==> src/rtl/reg_stack_arbiter_if.sv <==
// Port bundle between the two requesters, the arbiter and the register stack.
// The arbiter connects through the slave modport; the environment connects through master.
interface reg_stack_arbiter_if #(
    parameter int WORD_SIZE = 16,
    parameter int NIB_SIZE  = 4
);
    logic                 a_req, a_rd_en, a_wr_en;
    logic [NIB_SIZE-1:0]  a_rd_num1, a_rd_num2, a_wr_num;
    logic [WORD_SIZE-1:0] a_wr_val;
    logic                 a_grant, a_valid;
    logic [WORD_SIZE-1:0] a_rd_val1, a_rd_val2;

    logic                 b_req, b_rd_en, b_wr_en;
    logic [NIB_SIZE-1:0]  b_rd_num1, b_rd_num2, b_wr_num;
    logic [WORD_SIZE-1:0] b_wr_val;
    logic                 b_grant, b_valid;
    logic [WORD_SIZE-1:0] b_rd_val1, b_rd_val2;

    logic [NIB_SIZE-1:0]  rs_num1, rs_num2, rs_setnum;
    logic [WORD_SIZE-1:0] rs_setval;
    logic                 rs_get_enable, rs_set_enable;
    logic [WORD_SIZE-1:0] rs_out1, rs_out2;

    modport slave (
        input  a_req, a_rd_en, a_rd_num1, a_rd_num2, a_wr_en, a_wr_num, a_wr_val,
        output a_grant, a_valid, a_rd_val1, a_rd_val2,
        input  b_req, b_rd_en, b_rd_num1, b_rd_num2, b_wr_en, b_wr_num, b_wr_val,
        output b_grant, b_valid, b_rd_val1, b_rd_val2,
        output rs_num1, rs_num2, rs_setnum, rs_setval, rs_get_enable, rs_set_enable,
        input  rs_out1, rs_out2
    );

    modport master (
        output a_req, a_rd_en, a_rd_num1, a_rd_num2, a_wr_en, a_wr_num, a_wr_val,
        input  a_grant, a_valid, a_rd_val1, a_rd_val2,
        output b_req, b_rd_en, b_rd_num1, b_rd_num2, b_wr_en, b_wr_num, b_wr_val,
        input  b_grant, b_valid, b_rd_val1, b_rd_val2,
        input  rs_num1, rs_num2, rs_setnum, rs_setval, rs_get_enable, rs_set_enable,
        output rs_out1, rs_out2
    );
endinterface

==> src/rtl/reg_stack_arbiter.sv <==
// Round-robin arbiter sharing the register stack access path between ports A and B.
// One transaction per cycle; read results return to the owner two edges after sampling.
module reg_stack_arbiter #(
    parameter int WORD_SIZE = 16,
    parameter int NIB_SIZE  = 4
) (
    input  logic               clk,
    input  logic               reset_n,
    reg_stack_arbiter_if.slave bus
);
    typedef enum logic {PORT_A = 1'b0, PORT_B = 1'b1} port_e;

    typedef struct packed {
        logic                 rd_en;
        logic [NIB_SIZE-1:0]  rd_num1;
        logic [NIB_SIZE-1:0]  rd_num2;
        logic                 wr_en;
        logic [NIB_SIZE-1:0]  wr_num;
        logic [WORD_SIZE-1:0] wr_val;
    } txn_t;

    typedef struct packed {
        logic  pending;
        port_e owner;
    } tag_t;

    txn_t a_txn, b_txn, win_txn;
    logic grant_a, grant_b;

    port_e                last_winner_q, last_winner_d;
    logic                 a_grant_q, a_grant_d;
    logic                 b_grant_q, b_grant_d;
    logic                 rs_get_en_q, rs_get_en_d;
    logic                 rs_set_en_q, rs_set_en_d;
    logic [NIB_SIZE-1:0]  rs_num1_q, rs_num1_d;
    logic [NIB_SIZE-1:0]  rs_num2_q, rs_num2_d;
    logic [NIB_SIZE-1:0]  rs_setnum_q, rs_setnum_d;
    logic [WORD_SIZE-1:0] rs_setval_q, rs_setval_d;
    tag_t                 tag1_q, tag1_d;
    tag_t                 tag2_q, tag2_d;

    always_comb begin
        a_txn = '{rd_en: bus.a_rd_en, rd_num1: bus.a_rd_num1, rd_num2: bus.a_rd_num2,
                  wr_en: bus.a_wr_en, wr_num: bus.a_wr_num, wr_val: bus.a_wr_val};
        b_txn = '{rd_en: bus.b_rd_en, rd_num1: bus.b_rd_num1, rd_num2: bus.b_rd_num2,
                  wr_en: bus.b_wr_en, wr_num: bus.b_wr_num, wr_val: bus.b_wr_val};
    end

    // A wins unless B is also asking and A took the previous grant.
    always_comb begin
        grant_a = bus.a_req && (!bus.b_req || last_winner_q == PORT_B);
        grant_b = bus.b_req && !grant_a;
        win_txn = grant_a ? a_txn : b_txn;
    end

    always_comb begin
        last_winner_d = last_winner_q;
        a_grant_d     = grant_a;
        b_grant_d     = grant_b;
        rs_get_en_d   = 1'b0;
        rs_set_en_d   = 1'b0;
        rs_num1_d     = rs_num1_q;
        rs_num2_d     = rs_num2_q;
        rs_setnum_d   = rs_setnum_q;
        rs_setval_d   = rs_setval_q;
        tag1_d        = '0;
        tag2_d        = tag1_q;
        if (grant_a || grant_b) begin
            last_winner_d = grant_a ? PORT_A : PORT_B;
            rs_get_en_d   = win_txn.rd_en;
            rs_set_en_d   = win_txn.wr_en;
            rs_num1_d     = win_txn.rd_num1;
            rs_num2_d     = win_txn.rd_num2;
            rs_setnum_d   = win_txn.wr_num;
            rs_setval_d   = win_txn.wr_val;
            tag1_d        = '{pending: win_txn.rd_en, owner: last_winner_d};
        end
    end

    // Async clear drops rs_set_enable at once so a write in flight never lands.
    always_ff @(posedge clk or negedge reset_n) begin
        if (!reset_n) begin
            last_winner_q <= PORT_B;
            a_grant_q     <= 1'b0;
            b_grant_q     <= 1'b0;
            rs_get_en_q   <= 1'b0;
            rs_set_en_q   <= 1'b0;
            rs_num1_q     <= '0;
            rs_num2_q     <= '0;
            rs_setnum_q   <= '0;
            rs_setval_q   <= '0;
            tag1_q        <= '0;
            tag2_q        <= '0;
        end else begin
            last_winner_q <= last_winner_d;
            a_grant_q     <= a_grant_d;
            b_grant_q     <= b_grant_d;
            rs_get_en_q   <= rs_get_en_d;
            rs_set_en_q   <= rs_set_en_d;
            rs_num1_q     <= rs_num1_d;
            rs_num2_q     <= rs_num2_d;
            rs_setnum_q   <= rs_setnum_d;
            rs_setval_q   <= rs_setval_d;
            tag1_q        <= tag1_d;
            tag2_q        <= tag2_d;
        end
    end

    logic a_valid, b_valid;

    always_comb begin
        a_valid = tag2_q.pending && (tag2_q.owner == PORT_A);
        b_valid = tag2_q.pending && (tag2_q.owner == PORT_B);
    end

    assign bus.a_grant       = a_grant_q;
    assign bus.b_grant       = b_grant_q;
    assign bus.a_valid       = a_valid;
    assign bus.b_valid       = b_valid;
    assign bus.a_rd_val1     = a_valid ? bus.rs_out1 : '0;
    assign bus.a_rd_val2     = a_valid ? bus.rs_out2 : '0;
    assign bus.b_rd_val1     = b_valid ? bus.rs_out1 : '0;
    assign bus.b_rd_val2     = b_valid ? bus.rs_out2 : '0;
    assign bus.rs_get_enable = rs_get_en_q;
    assign bus.rs_set_enable = rs_set_en_q;
    assign bus.rs_num1       = rs_num1_q;
    assign bus.rs_num2       = rs_num2_q;
    assign bus.rs_setnum     = rs_setnum_q;
    assign bus.rs_setval     = rs_setval_q;
endmodule

==> src/flat_wrapper.sv <==
// flat-port wrapper written by rule: the top's interface ports become plain ports
module reg_stack_arbiter_flat 
#(
    parameter int WORD_SIZE = 16,
    parameter int NIB_SIZE  = 4
)
  (clk, reset_n, bus_a_req, bus_a_rd_en, bus_a_rd_num1, bus_a_rd_num2, bus_a_wr_en, bus_a_wr_num, bus_a_wr_val, bus_a_grant, bus_a_valid, bus_a_rd_val1, bus_a_rd_val2, bus_b_req, bus_b_rd_en, bus_b_rd_num1, bus_b_rd_num2, bus_b_wr_en, bus_b_wr_num, bus_b_wr_val, bus_b_grant, bus_b_valid, bus_b_rd_val1, bus_b_rd_val2, bus_rs_num1, bus_rs_num2, bus_rs_setnum, bus_rs_setval, bus_rs_get_enable, bus_rs_set_enable, bus_rs_out1, bus_rs_out2);
  reg_stack_arbiter_if #(.WORD_SIZE(WORD_SIZE), .NIB_SIZE(NIB_SIZE)) bus_i ();
  input  logic clk;
  input  logic reset_n;
  input wire logic [$bits(bus_i.a_req)-1:0] bus_a_req;
  input wire logic [$bits(bus_i.a_rd_en)-1:0] bus_a_rd_en;
  input wire logic [$bits(bus_i.a_rd_num1)-1:0] bus_a_rd_num1;
  input wire logic [$bits(bus_i.a_rd_num2)-1:0] bus_a_rd_num2;
  input wire logic [$bits(bus_i.a_wr_en)-1:0] bus_a_wr_en;
  input wire logic [$bits(bus_i.a_wr_num)-1:0] bus_a_wr_num;
  input wire logic [$bits(bus_i.a_wr_val)-1:0] bus_a_wr_val;
  output wire logic [$bits(bus_i.a_grant)-1:0] bus_a_grant;
  output wire logic [$bits(bus_i.a_valid)-1:0] bus_a_valid;
  output wire logic [$bits(bus_i.a_rd_val1)-1:0] bus_a_rd_val1;
  output wire logic [$bits(bus_i.a_rd_val2)-1:0] bus_a_rd_val2;
  input wire logic [$bits(bus_i.b_req)-1:0] bus_b_req;
  input wire logic [$bits(bus_i.b_rd_en)-1:0] bus_b_rd_en;
  input wire logic [$bits(bus_i.b_rd_num1)-1:0] bus_b_rd_num1;
  input wire logic [$bits(bus_i.b_rd_num2)-1:0] bus_b_rd_num2;
  input wire logic [$bits(bus_i.b_wr_en)-1:0] bus_b_wr_en;
  input wire logic [$bits(bus_i.b_wr_num)-1:0] bus_b_wr_num;
  input wire logic [$bits(bus_i.b_wr_val)-1:0] bus_b_wr_val;
  output wire logic [$bits(bus_i.b_grant)-1:0] bus_b_grant;
  output wire logic [$bits(bus_i.b_valid)-1:0] bus_b_valid;
  output wire logic [$bits(bus_i.b_rd_val1)-1:0] bus_b_rd_val1;
  output wire logic [$bits(bus_i.b_rd_val2)-1:0] bus_b_rd_val2;
  output wire logic [$bits(bus_i.rs_num1)-1:0] bus_rs_num1;
  output wire logic [$bits(bus_i.rs_num2)-1:0] bus_rs_num2;
  output wire logic [$bits(bus_i.rs_setnum)-1:0] bus_rs_setnum;
  output wire logic [$bits(bus_i.rs_setval)-1:0] bus_rs_setval;
  output wire logic [$bits(bus_i.rs_get_enable)-1:0] bus_rs_get_enable;
  output wire logic [$bits(bus_i.rs_set_enable)-1:0] bus_rs_set_enable;
  input wire logic [$bits(bus_i.rs_out1)-1:0] bus_rs_out1;
  input wire logic [$bits(bus_i.rs_out2)-1:0] bus_rs_out2;
  assign bus_i.a_req = bus_a_req;
  assign bus_i.a_rd_en = bus_a_rd_en;
  assign bus_i.a_rd_num1 = bus_a_rd_num1;
  assign bus_i.a_rd_num2 = bus_a_rd_num2;
  assign bus_i.a_wr_en = bus_a_wr_en;
  assign bus_i.a_wr_num = bus_a_wr_num;
  assign bus_i.a_wr_val = bus_a_wr_val;
  assign bus_a_grant = bus_i.a_grant;
  assign bus_a_valid = bus_i.a_valid;
  assign bus_a_rd_val1 = bus_i.a_rd_val1;
  assign bus_a_rd_val2 = bus_i.a_rd_val2;
  assign bus_i.b_req = bus_b_req;
  assign bus_i.b_rd_en = bus_b_rd_en;
  assign bus_i.b_rd_num1 = bus_b_rd_num1;
  assign bus_i.b_rd_num2 = bus_b_rd_num2;
  assign bus_i.b_wr_en = bus_b_wr_en;
  assign bus_i.b_wr_num = bus_b_wr_num;
  assign bus_i.b_wr_val = bus_b_wr_val;
  assign bus_b_grant = bus_i.b_grant;
  assign bus_b_valid = bus_i.b_valid;
  assign bus_b_rd_val1 = bus_i.b_rd_val1;
  assign bus_b_rd_val2 = bus_i.b_rd_val2;
  assign bus_rs_num1 = bus_i.rs_num1;
  assign bus_rs_num2 = bus_i.rs_num2;
  assign bus_rs_setnum = bus_i.rs_setnum;
  assign bus_rs_setval = bus_i.rs_setval;
  assign bus_rs_get_enable = bus_i.rs_get_enable;
  assign bus_rs_set_enable = bus_i.rs_set_enable;
  assign bus_i.rs_out1 = bus_rs_out1;
  assign bus_i.rs_out2 = bus_rs_out2;
  reg_stack_arbiter #(.WORD_SIZE(WORD_SIZE), .NIB_SIZE(NIB_SIZE)) u_core (.clk(clk), .reset_n(reset_n), .bus(bus_i));
endmodule
==> config.mk <==
export PLATFORM = sky130hd
export DESIGN_NAME = reg_stack_arbiter_flat
export DESIGN_NICKNAME = d
export VERILOG_FILES = /design/src/rtl/reg_stack_arbiter_if.sv /design/src/rtl/reg_stack_arbiter.sv /design/src/flat_wrapper.sv
export SDC_FILE = /design/constraint.sdc
export NUM_CORES = 1
export LEC_CHECK = 0
export CAP_MARGIN = 20
export CORE_ASPECT_RATIO = 2
export CORE_MARGIN = 5
export CORE_UTILIZATION = 30
export CTS_BUF_LIST = sky130_fd_sc_hd__clkbuf_16
export CTS_CLUSTER_SIZE = 28
export DETAILED_ROUTE_END_ITERATION = 12
export GPL_TIMING_DRIVEN = 0
export PLACE_DENSITY_LB_ADDON = 0.15
export SLEW_MARGIN = 10
export SYNTH_ARGS = -nofsm -noshare
export SYNTH_HDL_FRONTEND = slang
export SYNTH_SLANG_ARGS = --single-unit
==> constraint.sdc <==
create_clock -name clk -period 1.5 [get_ports clk]
set_input_delay 0.3 -clock clk [delete_from_list [all_inputs] [get_ports clk]]
set_output_delay 0.3 -clock clk [all_outputs]
set_load 0.01 [all_outputs]
==> insert_results.sql, run 1 <==
INSERT INTO impl_metrics (metric_group, metric, value, unit) VALUES
('run_status', 'outcome', 'finished, violations left', ''),
('run_status', 'violations', 'setup timing', ''),
('floorplan', 'boundaryPins', '194', ''),
('placed_design', 'detailed_place_hpwl', '7020', 'um'),
('yosys', 'synth_area', '2000', 'sq um'),
('clock_tree', 'htree_levels', '2', ''),
('setup_path', 'r2r_slack', '110', 'ps'),
('global_route', 'wire_length_of_the_first_global_routing_pass', '13300', 'um'),
('setup_path', 'worstPathMaxFanout', '10', ''),
('routing', 'routed_wirelength', '9230', 'um'),
('yosys', 'synth-compound-area-share', '17.8', '%'),
('yosys', 'post_synthesis_simple_gate_area_fraction', '30.0', '%'),
('pwr', 'internal_power', '2460', 'uW'),
('pwr', 'combPwrFrac', '38.2', '%'),
('pwr', 'total_leakage_power', '0.00213', 'uW'),
('global_route', 'grt.overflow.total', '0', ''),
('clock_tree', 'clock_latency', '280', 'ps'),
('clock_tree', 'clk_root_buffer_cell', 'sky130_fd_sc_hd__clkbuf_16', ''),
('cells_and_area', 'area_growth_syn_to_layout', '120', '%'),
('yosys', 'post_synth_inst_count', '195', ''),
('yosys', 'syn-mean-instance-area', '10.3', 'sq um'),
('timing', 'max_freq', '0.572', 'GHz'),
('yosys', 'post_synth_num_cell_types', '20', ''),
('setup_path', 'worst_ep_required_time', '1200', 'ps'),
('job', 'number_of_violations_of_the_max_capacitance_limit', '0', ''),
('yosys', 'ys_warn_count', '0', ''),
('setup_path', 'timing.critical_path.from_type', 'register', ''),
('cells_and_area', 'mostFrequentLayoutCells', 'sky130_fd_sc_hd__clkdlybuf4s50_1 (108), sky130_fd_sc_hd__buf_2 (36), sky130_fd_sc_hd__buf_6 (35), sky130_fd_sc_hd__dfrtp_1 (33), sky130_fd_sc_hd__and3_1 (26)', ''),
('timing', 'worst-slew-pin-transition', '812', 'ps'),
('timing', 'timing.slew.headroom', '45.9', '%'),
('pwr', 'seq_power_share', '33.1', '%'),
('floorplan', 'floorplan.core_area', '6570', 'sq um'),
('placed_design', 'port-buffer-count', '192', ''),
('routing', 'remaining_drc_errors', '0', ''),
('cells_and_area', 'final_layout_size_suffix_gt1_share', '35.6', '%'),
('setup_path', 'r2r_start', 'u_core.last_winner_q$_DFFE_PN1P_', ''),
('yosys', 'synth_xor_xnor_area_share', '0', '%'),
('pwr', 'pwr-share-clk', '28.7', '%'),
('floorplan', 'floorplan_die_height', '126', 'um'),
('yosys', 'synth_top_family_by_area', 'simple AND/OR/NAND/NOR gates', ''),
('hold_path', 'hold_wc_path_type', 'input port to async pin', ''),
('cells_and_area', 'most_common_library_cell_in_the_layout_ignoring_fill_and_taps', 'sky130_fd_sc_hd__clkdlybuf4s50_1', ''),
('routing', 'routed_wire_length_per_instance', '18.7', 'um'),
('routing', 'vias_per_cell', '4.92', ''),
('timing', 'setup_repair_after_global_routing_missed_its_margin', 'true', ''),
('floorplan', 'fp-row-count', '42', ''),
('cells_and_area', 'fin_area', '4400', 'sq um'),
('setup_path', 'critical_path.reg2reg.endpoint', 'u_core.bus.rs_setval[12]$_DFFE_PN0P_', ''),
('cells_and_area', 'diodes', '0', ''),
('cells_and_area', 'register_area', '878', 'sq um'),
('routing', 'route.vias.total', '2434', ''),
('timing', 'report.final.setup_viol', '64', ''),
('floorplan', 'total_die_area', '8510', 'sq um'),
('timing', 'final.setup.worst_slack', '-248', 'ps'),
('timing', 'finalCriticalPeriod', '1750', 'ps'),
('setup_path', 'timing_worst_setup_path_type', 'register to output port', ''),
('routing', 'detail_route.iter0.violations', '50', ''),
('clock_tree', 'clkTransAtPathRegs', '50', 'ps'),
('cells_and_area', 'multiInputGateArea', '1100', 'sq um'),
('clock_tree', 'tritoncts', 'yes', ''),
('global_route', 'largest_net_degree_at_the_start_of_global_routing', '36', ''),
('clock_tree', 'cts.sinks', '35', ''),
('timing', 'timing_max_transition_violations_final', '0', ''),
('placed_design', 'placedInstanceArea', '4030', 'sq um'),
('pwr', 'net_load_switching_power', '939', 'uW'),
('clock_tree', 'numCtsBuffers', '5', ''),
('pwr', 'power.share.switching', '27.7', '%'),
('clock_tree', 'cts.hold.buffers_added', '0', ''),
('global_route', 'antenna_found_initial', '0', ''),
('timing', 'timing_hold_violations_final', '0', ''),
('timing', 'worst_clock_skew', '5.54', 'ps');
timing repair:
item | in CTS | in global routing
setup buffers | 6 | 4
resized for setup | 313 | 66
gates cloned | 3 | 0
pin swaps | 16 | 4
setup endpoints to repair | 79 | 101
power by group through the flow:
stage	registers [uW]	logic [uW]	clock network (uW)
floorplan	1190	368	0
global placement	1140	1160	0
detailed placement	1140	1170	0
CTS	1130	1220	1000
global route	1140	1380	1050
finish	1120	1300	975
cells in the mapped netlist:
master	count	area share (%)
sky130_fd_sc_hd__and3_1	36	11
sky130_fd_sc_hd__dfrtp_1	34	42
sky130_fd_sc_hd__and2_1	33	10
sky130_fd_sc_hd__or3_1	24	7.5
sky130_fd_sc_hd__o221a_1	20	11
sky130_fd_sc_hd__clkbuf_1	10	1.9
sky130_fd_sc_hd__buf_2	6	1.5
sky130_fd_sc_hd__a31oi_1	4	1.2
sky130_fd_sc_hd__buf_6	4	2.2
sky130_fd_sc_hd__mux2i_1	4	2.0
sky130_fd_sc_hd__o21ai_1	4	1.0
sky130_fd_sc_hd__o221a_2	4	2.2
sky130_fd_sc_hd__inv_2	3	0.56
sky130_fd_sc_hd__a22o_1	2	0.87
sky130_fd_sc_hd__nand2_2	2	0.62
sky130_fd_sc_hd__a21boi_0	1	0.37
sky130_fd_sc_hd__and2b_1	1	0.37
sky130_fd_sc_hd__dfstp_2	1	1.3
sky130_fd_sc_hd__inv_1	1	0.19
sky130_fd_sc_hd__o21ai_4	1	0.81
worst max path at each step:
stage,to,from,slack (ps)
2_1_floorplan,bus_a_rd_val1[0],u_core.tag2_q[0]$_DFF_PN0_,160
3_3_place_gp,u_core.bus.rs_setval[6]$_DFFE_PN0P_,reset_n,-680
3_5_place_dp,bus_a_rd_val2[6],u_core.tag2_q[0]$_DFF_PN0_,-570
4_1_cts,bus_a_rd_val2[9],u_core.tag2_q[0]$_DFF_PN0_,-300
5_1_grt,bus_a_rd_val1[11],u_core.tag2_q[0]$_DFF_PN0_,-310
6_report,bus_a_rd_val1[13],u_core.tag2_q[0]$_DFF_PN0_,-250
state kept, by name, summed over array words and instances (netlist names):
register / count
u_core.bus.rs_setval: 16
u_core.bus.b_grant: 1
u_core.last_winner_q: 1
u_core.bus.rs_setnum: 4
u_core.bus.rs_set_enable: 1
u_core.bus.rs_num1: 4
u_core.bus.a_grant: 1
u_core.bus.rs_get_enable: 1
u_core.tag2_q: 2
u_core.bus.rs_num2: 4
metal layers:
| metal | GRT usage, % | vias to the layer above | wire length (um) |
|---|---|---|---|
| met5 | 0 | - | 0 |
| met4 | 7.15 | 0 | 234 |
| met3 | 6.10 | 18 | 1020 |
| met2 | 39.6 | 131 | 5100 |
| met1 | 19.2 | 1138 | 2870 |
| li1 | - | 1147 | - |
kinds of logic after synthesis:
family                 count (synthesis)
AO/OA/AOI/OAI                         36
buffers and inverters                 24
flip-flops                            35
multiplexers                           4
AND/OR/NAND/NOR                       96
area by class of cell:
cell class	count	area share, %
Buffer	19	4.06
Clock buffer	5	2.84
Inverter	4	0.341
Clock inverter	3	0.256
Tap cell	88	2.50
Multi-Input combinational cell	136	25.0
Sequential cell	35	19.9
Timing Repair Buffer	205	45.0
worst max-delay path, cell delays in order (launching register included):
cell                      delay [ps]
sky130_fd_sc_hd__dfrtp_2         410
sky130_fd_sc_hd__and2b_4         290
sky130_fd_sc_hd__buf_12          110
sky130_fd_sc_hd__buf_8           110
sky130_fd_sc_hd__and2_1          120
sky130_fd_sc_hd__buf_2           130
per-stage QoR:
| stage | hold WS, ps | setup TNS [ps] | total power [uW] | instances | utilization, % |
|---|---|---|---|---|---|
| 6_report | 106 | -11400 | 3390 | 495 | 67.0 |
| 5_1_grt | 180 | -14390 | 3570 | 495 | 67.0 |
| 4_1_cts | 133 | -12200 | 3350 | 492 | 62.9 |
| 3_5_place_dp | 371 | -31060 | 2320 | 475 | 61.4 |
| 3_3_place_gp | 363 | -53260 | 2300 | 475 | 61.4 |
| 2_1_floorplan | 4.41 | 0 | 1550 | 195 | - |
Power figures use the tool's default switching activity.
==> run 2: changes to the inputs <==
--- a/config.mk
+++ b/config.mk
@@ -5,6 +5,7 @@
 export SDC_FILE = /design/constraint.sdc
 export NUM_CORES = 1
 export LEC_CHECK = 0
+export ABC_AREA = 1
 export CAP_MARGIN = 20
 export CORE_ASPECT_RATIO = 2
 export CORE_MARGIN = 5
==> run 2 against run 1 <==
  * The flow still finishes with violations (setup timing)
  * Synthesized area shrank 2.3%
  * First-iteration DRC count grew 38%
  * Global-route usage grew 1.3 points
  * Power shrank 3.0%
  * Clock power shrank 3.2%
  * Clock skew is essentially flat
  * Sequential cell count is the same
  * Sequential share of layout area grew 1.4 points
  * Worst setup slack gained 79 ps
  * Highest routed layer unchanged
  * Synthesized cell count grew 45%
  * Maximum frequency grew 4.7%
==> insert_results.sql, run 2 <==
INSERT INTO impl_metrics (metric_group, metric, value, unit) VALUES
('run_status', 'outcome', 'finished, violations left', ''),
('run_status', 'violations', 'setup timing', ''),
('floorplan', 'floorplan.die.width', '67.1', 'um'),
('clock_tree', 'tritoncts', 'yes', ''),
('yosys', 'post_synth_inst_count', '282', ''),
('setup_path', 'worst_ep_required_time', '1200', 'ps'),
('timing', 'report.final.setup_viol', '62', ''),
('global_route', 'antenna_found_initial', '0', ''),
('pwr', 'power.ir.vdd_worst', '0.000680', 'V'),
('routing', 'route.vias.total', '2701', ''),
('routing', 'remaining_drc_errors', '0', ''),
('routing', 'route.antenna.remaining_nets', '0', ''),
('yosys', 'ys_warn_count', '0', ''),
('clock_tree', 'cts.sinks', '35', ''),
('floorplan', 'floorplan_die_height', '124', 'um'),
('job', 'number_of_violations_of_the_max_capacitance_limit', '0', ''),
('global_route', 'grt_use_total', '21.9', '%'),
('yosys', 'yosysMostFrequentCell', 'sky130_fd_sc_hd__nand3_1', ''),
('yosys', 'yosysTopAreaCellShare', '43.5', '%'),
('yosys', 'syn-mean-instance-area', '6.94', 'sq um'),
('yosys', 'yosysTopAreaCell', 'sky130_fd_sc_hd__dfrtp_1', ''),
('global_route', 'grt.overflow.total', '0', ''),
('routing', 'routed_wire_length_per_instance', '16.1', 'um'),
('cells_and_area', 'largest_register_ff_count', '16', ''),
('cells_and_area', 'final_nets', '588', ''),
('setup_path', 'end_kind', 'output port', ''),
('yosys', 'synth_edf_count', '0', ''),
('cells_and_area', 'diodes', '0', ''),
('timing', 'finalCriticalPeriod', '1670', 'ps'),
('yosys', 'postSynthRegisterBits', '35', ''),
('pwr', 'power_per_cell_area', '800', 'nW/um^2'),
('pwr', 'total_leakage_power', '0.00227', 'uW'),
('routing', 'routed_wirelength', '9310', 'um'),
('hold_path', 'worstHoldPathCells', '0', ''),
('yosys', 'ys_top_cells_by_count', 'sky130_fd_sc_hd__nand3_1 (84), sky130_fd_sc_hd__nor2_1 (65), sky130_fd_sc_hd__inv_1 (37), sky130_fd_sc_hd__nand2_1 (37), sky130_fd_sc_hd__dfrtp_1 (34)', ''),
('yosys', 'most_common_flop_cell_mapped_by_yosys', 'sky130_fd_sc_hd__dfrtp_1', ''),
('timing', 'final.setup.worst_slack', '-169', 'ps'),
('routing', 'vias_per_cell', '4.68', ''),
('timing', 'fin_setup_tns', '-4080', 'ps'),
('clock_tree', 'clock_latency', '280', 'ps'),
('clock_tree', 'clk_root_buffer_cell', 'sky130_fd_sc_hd__clkbuf_16', ''),
('setup_path', 'rr_worst_depth', '7', ''),
('cells_and_area', 'final_layout_size_suffix_gt1_share', '24.4', '%'),
('hold_path', 'timing.hold.worst.start', 'u_core.bus.b_grant$_DFF_PN0_', ''),
('floorplan', 'floorplan.initialDensity', '30.8', '%'),
('timing', 'timing.slew.headroom', '67.2', '%'),
('placed_design', 'port-buffer-count', '193', ''),
('timing', 'max_freq', '0.599', 'GHz'),
('setup_path', 'r2r_slack', '210', 'ps'),
('setup_path', 'critical_path_arrival', '1370', 'ps'),
('clock_tree', 'numCtsBuffers', '5', ''),
('setup_path', 'timing.critical_path.from_type', 'register', ''),
('timing', 'timing_max_transition_violations_final', '0', ''),
('placed_design', 'detailed_place_hpwl', '7360', 'um'),
('routing', 'detail_route.iter0.violations', '69', ''),
('hold_path', 'hold_wc_path_type', 'register to register', ''),
('setup_path', 'critical_path.reg2reg.endpoint', 'u_core.bus.rs_num1[1]$_DFFE_PN0P_', ''),
('global_route', 'largest_net_degree_at_the_start_of_global_routing', '36', ''),
('yosys', 'sequential_share_of_the_synthesized_area', '44.8', '%'),
('yosys', 'synth_async_sr_flop_share', '100', '%'),
('timing', 'worst_hold_slack', '387', 'ps'),
('yosys', 'post_synth_main_area_contributors', 'sky130_fd_sc_hd__dfrtp_1 (43%), sky130_fd_sc_hd__nand3_1 (21%), sky130_fd_sc_hd__nor2_1 (12%)', ''),
('placed_design', 'gpl.final_weighted_congestion', '0.767', ''),
('global_route', 'first_global_vias', '2671', ''),
('routing', 'drt_pass1_iterations', '4', ''),
('setup_path', 'timing_worst_setup_path_type', 'register to output port', ''),
('yosys', 'synth_area', '1960', 'sq um'),
('clock_tree', 'clkTransAtPathRegs', '50', 'ps'),
('clock_tree', 'htree_levels', '2', ''),
('floorplan', 'boundaryPins', '194', ''),
('cells_and_area', 'area_growth_syn_to_layout', '110', '%'),
('timing', 'timing.final.crit_share', '111', '%'),
('cells_and_area', 'most_common_library_cell_in_the_layout_ignoring_fill_and_taps', 'sky130_fd_sc_hd__clkdlybuf4s50_1', ''),
('floorplan', 'floorplan.core_area', '6360', 'sq um'),
('setup_path', 'worstPathMaxFanout', '6', ''),
('floorplan', 'total_die_area', '8340', 'sq um'),
('yosys', 'syn-num-nets', '378', ''),
('setup_path', 'r2r_start', 'u_core.last_winner_q$_DFFE_PN1P_', ''),
('timing', 'setup_repair_after_global_routing_missed_its_margin', 'true', ''),
('yosys', 'post_synth_num_cell_types', '13', ''),
('floorplan', 'fp-row-count', '41', ''),
('placed_design', 'place_ws', '-364', 'ps'),
('timing', 'timing_hold_violations_final', '0', ''),
('timing', 'worst_clock_skew', '5.68', 'ps'),
('global_route', 'wire_length_of_the_first_global_routing_pass', '13900', 'um'),
('cells_and_area', 'mostFrequentLayoutCells', 'sky130_fd_sc_hd__clkdlybuf4s50_1 (107), sky130_fd_sc_hd__nand3_1 (84), sky130_fd_sc_hd__buf_2 (69), sky130_fd_sc_hd__nor2_1 (50), sky130_fd_sc_hd__inv_1 (37)', ''),
('timing', 'worst-slew-pin-transition', '492', 'ps'),
('pwr', 'total_power', '3290', 'uW'),
('clock_tree', 'max-clock-path-buffers', '2', ''),
('hold_path', 'min_to', 'u_core.tag2_q[0]$_DFF_PN0_', '');
run 2: area by class of cell:
type,instances,area [sq um]
repair buffers,203,1780
multi-input cells,188,901
fillers,619,2250
clock inverters,1,3.75
inverters,38,145
flip-flops and latches,35,877
plain buffers,21,176
well taps,86,108
clock buffers,5,125
run 2: per-layer routing:
metal / vias up / wire, um / GRT usage (%) / part of all wire [%]
met5: - / 0 / 0 / 0
met1: 1230 / 2960 / 20.0 / 32
met2: 155 / 4740 / 39.0 / 51
met4: 0 / 292 / 9.93 / 3.1
met3: 20 / 1310 / 10.0 / 14
li1: 1296 / - / - / -
run 2: how the worst max path moves through the flow:
stage | from | end | slack (ps)
after floorplan | u_core.tag2_q[0]$_DFF_PN0_ | bus_a_rd_val1[0] | 170
after global placement | reset_n | u_core.bus.rs_num1[0]$_DFFE_PN0P_ | -700
after detailed placement | bus_rs_out1[2] | bus_a_rd_val1[2] | -360
after CTS | u_core.tag2_q[1]$_DFF_PN0_ | bus_a_rd_val1[3] | -190
after global routing | u_core.tag2_q[0]$_DFF_PN0_ | bus_a_rd_val1[1] | -240
final | u_core.tag2_q[0]$_DFF_PN0_ | bus_a_rd_val1[1] | -170
run 2: power by group:
group | total (uW) | internal [uW] | leakage, uW | switching (uW)
clock network | 944 | 589 | 0.0000669 | 355
registers | 1140 | 1070 | 0.000421 | 66.0
logic | 1210 | 654 | 0.00178 | 559
total | 3290 | 2310 | 0.00227 | 980
run 2: cell families after synthesis:
kind of cell | synth area share, %
compound gates | 0.703
buf+inv | 13.4
flops | 44.8
simple gates | 41.0
run 2: critical path: stages, from the launching register on:
cell and delay (ps):
sky130_fd_sc_hd__dfrtp_1 400, sky130_fd_sc_hd__nor2_4 140, sky130_fd_sc_hd__inv_4 70, sky130_fd_sc_hd__buf_6 140, sky130_fd_sc_hd__buf_6 110, sky130_fd_sc_hd__nor2_1 80
sky130_fd_sc_hd__buf_2 130
run 2: repair_timing:
item / 4_1_cts / 5_1_grt
setup endpoints to repair: 72 / 78
resized for setup: 289 / 47
buffers inserted: 4 / 2
endpoints found under the hold margin: 34 / 0
gates cloned: 1 / 2
hold buffers: 1 / 0
pin swaps: 1 / 3
run 2: through the flow:
step                      utilization, %  cells  cell area [sq um]
after global routing                64.7    577               4120
after global placement              62.8    561               4000
final                               64.7    577               4120
after floorplan                        -    282               1960
after detailed placement            63.1    562               4010
after CTS                           62.2    574               3960
==> run 3: changes to the inputs <==
--- a/config.mk
+++ b/config.mk
@@ -6,6 +6,7 @@
 export NUM_CORES = 1
 export LEC_CHECK = 0
 export ABC_AREA = 1
+export ABC_CLOCK_PERIOD_IN_PS = 1500
 export CAP_MARGIN = 20
 export CORE_ASPECT_RATIO = 2
 export CORE_MARGIN = 5
==> results of run 3 <==
Same layout as run 2: the final DEF is identical, and so are final timing and power.
